File: src/rtl/rib_arbiter.sv
`default_nettype none
// +--------------------------------------------------------------------------+
// | Module      : rib_arbiter                                                |
// | Description : Registered 4-master arbiter for the rib system bus.        |
// |               Fixed priority m3 > m2 > m0 > m1, parks on m1. Debug       |
// |               masters (m2/m3) lock the bus for at most MAX_BURST cycles  |
// |               and then give up one yield cycle to the core.              |
// |               Optional macro RIB_ARB_RR_EN: m2/m3 share top priority     |
// |               in round-robin order instead of fixed m3 > m2.             |
// | Revision    : 1.0 - initial release                                      |
// +--------------------------------------------------------------------------+
module rib_arbiter #(
  parameter int MAX_BURST = 16,
  parameter int CNT_WIDTH = 8
) (
  input  logic                 clk,
  input  logic                 rst_n,
  input  logic                 m0_req_i,
  input  logic                 m1_req_i,
  input  logic                 m2_req_i,
  input  logic                 m3_req_i,
  output logic [3:0]           grant_o,
  output logic [1:0]           grant_id_o,
  output logic                 hold_flag_o,
  output logic [CNT_WIDTH-1:0] burst_cnt_o
);

  localparam logic [1:0]           C_ST_ARB   = 2'd0;
  localparam logic [1:0]           C_ST_LOCK  = 2'd1;
  localparam logic [1:0]           C_ST_YIELD = 2'd2;
  localparam logic [CNT_WIDTH-1:0] C_MAX      = CNT_WIDTH'(MAX_BURST);
  localparam logic [CNT_WIDTH-1:0] C_ONE      = CNT_WIDTH'(1);

  logic [1:0]           state_q, state_d;
  logic [3:0]           grant_q, grant_d;
  logic [1:0]           gid_q, gid_d;
  logic                 hold_q, hold_d;
  logic [CNT_WIDTH-1:0] cnt_q, cnt_d;

  logic [1:0]           w_win_id;
  logic                 w_win_dbg;
  logic                 w_owner_req;

  // Owner of a lock is m3 when the grant index is odd (3), otherwise m2.
  assign w_owner_req = gid_q[0] ? m3_req_i : m2_req_i;
  assign w_win_dbg   = w_win_id[1];

`ifdef RIB_ARB_RR_EN
  logic last_q, last_d;  // 1: m3 was the last debug master to enter LOCK

  // Round-robin tie-break memory; reset value makes m3 win the first tie.
  always_ff @(posedge clk or negedge rst_n) begin
    if (!rst_n) last_q <= 1'b0;
    else        last_q <= last_d;
  end

  // Record the debug winner whenever arbitration hands it a fresh lock.
  always_comb begin
    last_d = last_q;
    if (state_d == C_ST_LOCK && cnt_d == C_ONE) last_d = w_win_id[0];
  end

  // Priority pick: m2/m3 round-robin at the top, then m0, park on m1.
  always_comb begin
    w_win_id = 2'd1;
    if (m3_req_i && m2_req_i) w_win_id = last_q ? 2'd2 : 2'd3;
    else if (m3_req_i)        w_win_id = 2'd3;
    else if (m2_req_i)        w_win_id = 2'd2;
    else if (m0_req_i)        w_win_id = 2'd0;
    else                      w_win_id = 2'd1;
  end
`else
  // Priority pick: m3 > m2 > m0, park on m1 (m1 request is implicit).
  always_comb begin
    w_win_id = 2'd1;
    if (m3_req_i)      w_win_id = 2'd3;
    else if (m2_req_i) w_win_id = 2'd2;
    else if (m0_req_i) w_win_id = 2'd0;
    else               w_win_id = 2'd1;
  end
`endif

  // State and output registers; reset drops any lock immediately.
  always_ff @(posedge clk or negedge rst_n) begin
    if (!rst_n) begin
      state_q <= C_ST_ARB;
      grant_q <= 4'b0010;
      gid_q   <= 2'd1;
      hold_q  <= 1'b0;
      cnt_q   <= '0;
    end else begin
      state_q <= state_d;
      grant_q <= grant_d;
      gid_q   <= gid_d;
      hold_q  <= hold_d;
      cnt_q   <= cnt_d;
    end
  end

  // Next-state: release beats burst limit; YIELD behaves like ARB for one cycle.
  always_comb begin
    state_d = C_ST_ARB;
    case (state_q)
      C_ST_LOCK: begin
        if (!w_owner_req)        state_d = w_win_dbg ? C_ST_LOCK : C_ST_ARB;
        else if (cnt_q >= C_MAX) state_d = C_ST_YIELD;
        else                     state_d = C_ST_LOCK;
      end
      default:                   state_d = w_win_dbg ? C_ST_LOCK : C_ST_ARB;
    endcase
  end

  // Next outputs: keep/extend a lock, force a yield, or take the arbitration winner.
  always_comb begin
    gid_d = w_win_id;
    cnt_d = w_win_dbg ? C_ONE : '0;
    if (state_q == C_ST_LOCK && w_owner_req) begin
      if (cnt_q < C_MAX) begin
        gid_d = gid_q;
        cnt_d = cnt_q + C_ONE;
      end else begin
        gid_d = m0_req_i ? 2'd0 : 2'd1;
        cnt_d = '0;
      end
    end
    hold_d  = gid_d[1];
    grant_d = 4'b0001 << gid_d;
  end

  assign grant_o     = grant_q;
  assign grant_id_o  = gid_q;
  assign hold_flag_o = hold_q;
  assign burst_cnt_o = cnt_q;

endmodule
`default_nettype wire

File: config.mk
export PLATFORM = sky130hd
export DESIGN_NAME = rib_arbiter
export DESIGN_NICKNAME = d
export VERILOG_FILES = /design/src/rtl/rib_arbiter.sv
export SDC_FILE = /design/constraint.sdc
export NUM_CORES = 1
export LEC_CHECK = 0
export CORE_MARGIN = 4
export CORE_UTILIZATION = 31
export CTS_BUF_LIST = sky130_fd_sc_hd__clkbuf_16
export CTS_CLUSTER_DIAMETER = 30
export DETAILED_ROUTE_END_ITERATION = 6
export GPL_TIMING_DRIVEN = 1
export SKIP_LAST_GASP = 1
export SLEW_MARGIN = 20
export SYNTH_ARGS = -nofsm -noshare
export SYNTH_HDL_FRONTEND = slang
export SYNTH_SLANG_ARGS = --single-unit
File: constraint.sdc
create_clock -name clk -period 1.9 [get_ports clk]
set_input_delay 0.19 -clock clk [delete_from_list [all_inputs] [get_ports clk]]
set_output_delay 0.19 -clock clk [all_outputs]
set_load 0.02 [all_outputs]
==> results.sh, run 1 <==
export IMPL_grt_pass1_wl_um=1990
export IMPL_core_mm2=0.00194
export IMPL_postCtsSetupBuffers=0
export IMPL_htree_levels=1
export IMPL_p_per_area_mw_per_mm2=1080
export IMPL_drv_cap=0
export IMPL_worstSetupEndpointType="register"
export IMPL_cts_hold_buf=0
export IMPL_io_buffers=19
export IMPL_period_share_pct=86.0
export IMPL_dieArea_mm2=0.00283
export IMPL_synth_simple_area_share_pct=19.4
export IMPL_io_pins=21
export IMPL_setup_viol=0
export IMPL_cts_resized=0
export IMPL_tns_ns=0
export IMPL_period_minus_slack_ns=1.63
export IMPL_antenna_found_initial=0
export IMPL_cts_root_buf="clkbuf_16"
export IMPL_synthAdderAreaFrac_pct=3.95
export IMPL_drc=0
export IMPL_ys_ff_latch=16
export IMPL_clk_pin_slew_ns=0.05
export IMPL_grt_max_degree=17
export IMPL_p_total_mw=1.03
export IMPL_num_rows=16
export IMPL_fmax_mhz=612
export IMPL_synth_compound_area_share_pct=5.14
export IMPL_gr_total_overflow=0
export IMPL_critical_path_required_ns=2.04
export IMPL_ir_worst_vdd_uv=621
export IMPL_grt_usage_pct=10.7
export IMPL_syn_inst=52
export IMPL_routabilityCongestion=0.662
export IMPL_yosysUniqueCellTypes=24
export IMPL_wirelength_um=1160
export IMPL_worstSetupPathType="register to register"
export IMPL_hold_class="input port to async pin"
export IMPL_final_max_slew_violation_count=0
export IMPL_clkLatencyLatePin_ns=0.24
export IMPL_worstPathMaxFanout=5
export IMPL_reg2reg_from="grant_id_o[0]"
export IMPL_hpwl_um=826
export IMPL_via_per_inst=4.12
export IMPL_worst_r2r_endpoint="grant_o[3]"
export IMPL_reg2regPathDepth=4
export IMPL_numCtsBuffers=3
export IMPL_cts_buffer_depth=2
export IMPL_status="finished, final reports clean"
export IMPL_syn_avg_cell_area_um2=12.2
export IMPL_holdWs_ns=0.256
export IMPL_synth_area_mux_share_pct=1.58
export IMPL_synth_top_family_by_area="simple AND/OR/NAND/NOR gates"
export IMPL_final_common_cell="clkdlybuf4s50_1"
export IMPL_finClkSkew_ns=0.00283
export IMPL_syn_area_um2=633
export IMPL_leakage_nw=0.416
export IMPL_drtAntennaViolNets=0
export IMPL_drtPass1Iterations=4
export IMPL_syn2layout_area_growth_pct=50.2
export IMPL_synth_xor_area_share_pct=2.77
export IMPL_cts_tree="built"
export IMPL_routedWlPerCell_um=11.1
export IMPL_die_h_um=53.2
export IMPL_die_w_um=53.2
export IMPL_start_kind="register"
export IMPL_fin_nets=87
export IMPL_ff2ff_setup_slack_ns=0.27
export IMPL_vias=433
export IMPL_rsz0062_at_grt="false"
export IMPL_grt_pass1_vias=460
export IMPL_synth_warnings=0
export IMPL_drive_gt1_share_pct=14.1
export IMPL_mostFrequentLayoutCells="19 x clkdlybuf4s50_1, 14 x dfrtp_1, 9 x nor2_1"
export IMPL_antenna_cells=0
export IMPL_cp_arrival_ns=1.77
export IMPL_initial_core_util_pct=32.6
export IMPL_drtIter0Drc=4
export IMPL_cts_sinks=16
export IMPL_hold_violations=0
export IMPL_seq_area_frac_synth_pct=63.6
-- worst max path at each step --
stage | start | to | slack (ns) | depth (start not counted)
after floorplan | grant_id_o[0] | grant_o[3] | 0.28 | 4
after global placement | m3_req_i | grant_o[3] | 0.21 | 5
after detailed placement | m3_req_i | grant_o[3] | 0.18 | 5
after CTS | grant_id_o[0] | grant_o[3] | 0.25 | 4
after global routing | grant_id_o[0] | grant_o[3] | 0.14 | 4
final | grant_id_o[0] | grant_o[3] | 0.27 | 4
-- layout make-up --
cell class	instances	area, um2
fill	198	991
sequential	16	403
multi-input combinational	34	219
timing repair buffer	21	205
clock buffer	3	75.1
tap	27	33.8
inverter	3	11.3
clock inverter	1	3.75
-- layer usage --
metal / wire, um / part of all wire (%) / up-vias / global-route usage, %
li1: - / - / 217 / -
met1: 507 / 44 / 196 / 12.4
met2: 547 / 47 / 14 / 15.7
met3: 58 / 5.0 / 6 / 1.97
met4: 46 / 4.0 / 0 / 11.5
met5: 0 / 0 / - / 0
-- power breakdown --
group	internal [mW]	total (mW)	switching, mW	leakage (nW)
Sequential	0.388	0.411	0.0225	0.197
Combinational	0.106	0.219	0.113	0.181
Clock	0.278	0.401	0.123	0.0385
-- state kept, by name (all words and copies together), names as in the netlist --
register / cells
burst_cnt_o: 8
grant_id_o: 2
grant_o: 4
state_q: 2
-- synth_stat cells --
library cell   n  area share [%]
nor4_1         1            0.99
a211o_2        1             1.6
inv_1          3             1.8
ha_1           2             4.0
dfstp_2        2             8.3
and2_1         1            0.99
nor4_4         1             3.4
mux2i_1        1             1.6
nor3_1         1            0.79
dfrtp_1       14              55
xor2_1         1             1.4
nor2_1         9             5.3
conb_1         1            0.59
o22a_2         1             1.6
xnor2_1        1             1.4
and3_1         1            0.99
a21o_1         1             1.2
a21oi_1        1            0.79
and2_4         1             1.4
nor3b_1        1             1.2
buf_4          1             1.2
nand2_1        3             1.8
nand3_1        2             1.6
nand2b_1       1            0.99
-- worst max-delay path, stage by stage, from the launching register on --
cell and delay [ns]:
dfstp_2 0.54, mux2i_1 0.37, nor3b_1 0.09, a211o_2 0.38, and2_4 0.14
-- through the flow --
step                      std cells  cell area, um2  setup slack (ns)  util, %
after floorplan                  54             641             0.277        -
after global placement          101             872             0.206     44.9
after detailed placement        101             872             0.183     44.9
after CTS                       105             951             0.250     49.0
after global routing            105             951             0.137     49.0
final                           105             951             0.265     49.0
-- cell families after synthesis --
kind of cell | count (synthesis)
xor gates and xnor gates | 2
buffers and inverters | 4
adders and majority gates | 2
muxes | 1
and+or+nand+nor | 22
AOI/OAI and AO/OA | 4
DFF | 16
other | 1
No activity file was read; power rests on OpenSTA's default activity.
==> inputs of run 2 (changes only) <==
--- a/config.mk
+++ b/config.mk
@@ -6,11 +6,11 @@
 export NUM_CORES = 1
 export LEC_CHECK = 0
 export CORE_MARGIN = 4
-export CORE_UTILIZATION = 31
+export CORE_UTILIZATION = 42
 export CTS_BUF_LIST = sky130_fd_sc_hd__clkbuf_16
 export CTS_CLUSTER_DIAMETER = 30
 export DETAILED_ROUTE_END_ITERATION = 6
-export GPL_TIMING_DRIVEN = 1
+export PLACE_DENSITY = 0.74
 export SKIP_LAST_GASP = 1
 export SLEW_MARGIN = 20
 export SYNTH_ARGS = -nofsm -noshare
==> run 2 against run 1 <==
Routed wire length fell by 4.0%. Clock power about the same. Core utilization is 18 points higher. Fmax is 0.55% higher. Hold slack better by 0.10 ns. Sequential share of layout area is 1.4 points higher. Setup slack improved by 0.0090 ns. Sequential cell count is the same. Combinational power about the same. Sequential power barely moved. Largest power group unchanged.
==> results.sh, run 2 (synthesized netlist as in run 1, its figures left out) <==
export IMPL_status="finished, final reports clean"
export IMPL_drc=0
export IMPL_io_pins=21
export IMPL_p_per_area_mw_per_mm2=1120
export IMPL_critical_path_required_ns=2.03
export IMPL_mostFrequentLayoutCells="19 x clkdlybuf4s50_1, 14 x dfrtp_1, 9 x nor2_1"
export IMPL_antenna_found_initial=0
export IMPL_n_fill_cell=114
export IMPL_clkLatencyLatePin_ns=0.24
export IMPL_dieArea_mm2=0.00219
export IMPL_fin_nets=85
export IMPL_drv_cap=0
export IMPL_drive_gt1_share_pct=11.8
export IMPL_final_common_cell="clkdlybuf4s50_1"
export IMPL_clk_pin_slew_ns=0.05
export IMPL_grt_usage_pct=12.7
export IMPL_leakage_nw=0.406
export IMPL_hpwl_um=819
export IMPL_num_rows=13
export IMPL_syn2layout_area_growth_pct=45.5
export IMPL_rsz0062_at_grt="false"
export IMPL_vias=431
export IMPL_grt_pass1_vias=395
export IMPL_final_max_slew_violation_count=0
export IMPL_cts_tree="built"
export IMPL_finClkSkew_ns=0.00279
export IMPL_cts_root_buf="clkbuf_16"
export IMPL_drtAntennaViolNets=0
export IMPL_period_share_pct=85.6
export IMPL_hold_violations=0
export IMPL_largest_reg_flops=8
export IMPL_worst_slew_pin_slew_ns=0.672
export IMPL_routabilityCongestion=0.685
export IMPL_cts_resized=0
export IMPL_period_minus_slack_ns=1.63
export IMPL_wirelength_um=1110
export IMPL_worstSetupEndpointType="register"
export IMPL_fmax_mhz=615
export IMPL_start_kind="register"
export IMPL_initial_core_util_pct=46.3
export IMPL_worstPathMaxFanout=5
export IMPL_setup_viol=0
export IMPL_seqCellArea_um2=403
export IMPL_grt_max_degree=17
export IMPL_antenna_cells=0
export IMPL_grt_pass1_wl_um=1840
export IMPL_postCtsSetupBuffers=0
export IMPL_cp_arrival_ns=1.76
export IMPL_multi_input_area_um2=219
export IMPL_numCtsBuffers=3
export IMPL_die_h_um=46.8
export IMPL_die_w_um=46.8
export IMPL_core_mm2=0.00137
export IMPL_worstSetupPathType="register to register"
export IMPL_cts_hold_buf=0
export IMPL_drtIter0Drc=3
export IMPL_htree_levels=1
export IMPL_tns_ns=0
export IMPL_p_total_mw=1.03
export IMPL_io_buffers=19
export IMPL_slew_headroom_pct=55.1
export IMPL_drtPass1Iterations=2
export IMPL_cts_sinks=16
export IMPL_ir_worst_vdd_uv=1060
export IMPL_via_per_inst=4.74
export IMPL_gr_total_overflow=0
export IMPL_hold_class="input port to async pin"
export IMPL_routedWlPerCell_um=12.2
export IMPL_cts_buffer_depth=2
## run 2: changes by cell type in the layout (fill, tap and decap cells not counted), sizes merged
| cell | previous run | this run |
|---|---|---|
| buf | 2 | 0 |
## run 2: metrics by stage
stage | instance area, um2 | utilization (%) | hold slack [ns] | std cells | setup WS, ns
3_3_place_gp | 842 | 61.6 | 0.553 | 87 | 0.206
3_5_place_dp | 842 | 61.6 | 0.560 | 87 | 0.202
6_report | 921 | 67.4 | 0.360 | 91 | 0.274
4_1_cts | 921 | 67.4 | 0.378 | 91 | 0.275
2_1_floorplan | 641 | - | -0.106 | 54 | 0.277
5_1_grt | 921 | 67.4 | 0.408 | 91 | 0.203
## run 2: worst paths after layout
| check | from | end | slack [ns] | cells after the start |
|---|---|---|---|---|
| min | rst_n | burst_cnt_o[1] | 0.36 | 1 |
| max in group asynchronous | rst_n | burst_cnt_o[5] | 1.11 | 1 |
| max | grant_id_o[0] | grant_o[3] | 0.27 | 4 |
| min reg2reg | burst_cnt_o[3] | burst_cnt_o[3] | 0.56 | 2 |
| max reg2reg | grant_id_o[0] | grant_o[3] | 0.27 | 4 |
| min in group clk | burst_cnt_o[3] | burst_cnt_o[3] | 0.56 | 2 |
## run 2: area by class of cell
type	instances	share of cell area, %
well taps	15	2.04
multi-input cells	34	23.8
flip-flops and latches	16	43.7
clock inverters	1	0.408
inverters	3	1.22
repair buffers	19	20.7
clock buffers	3	8.15
## run 2: metal layers
layer / global-route usage (%) / wire, um / vias up
met2: 18.4 / 536 / 13
met3: 10.3 / 122 / 0
li1: - / - / 217
met5: 0 / 0 / -
met4: 4.97 / 0 / 0
met1: 13.8 / 455 / 201
## run 2: critical path: stages, from the launching register on
cell and delay (ns):
dfstp_2 0.55, mux2i_1 0.36, nor3b_1 0.09, a211o_2 0.38
and2_4 0.14
## run 2: power breakdown
part           internal (mW)  switching (mW)
clock                  0.278           0.122
combinational          0.104           0.116
sequential             0.388          0.0214
total                  0.770           0.260
==> inputs of run 3 (changes only) <==
--- a/config.mk
+++ b/config.mk
@@ -5,6 +5,7 @@
 export SDC_FILE = /design/constraint.sdc
 export NUM_CORES = 1
 export LEC_CHECK = 0
+export CAP_MARGIN = 20
 export CORE_MARGIN = 4
 export CORE_UTILIZATION = 42
 export CTS_BUF_LIST = sky130_fd_sc_hd__clkbuf_16
==> results of run 3 <==
The final DEF is identical to that of run 2; final timing and power are the same.
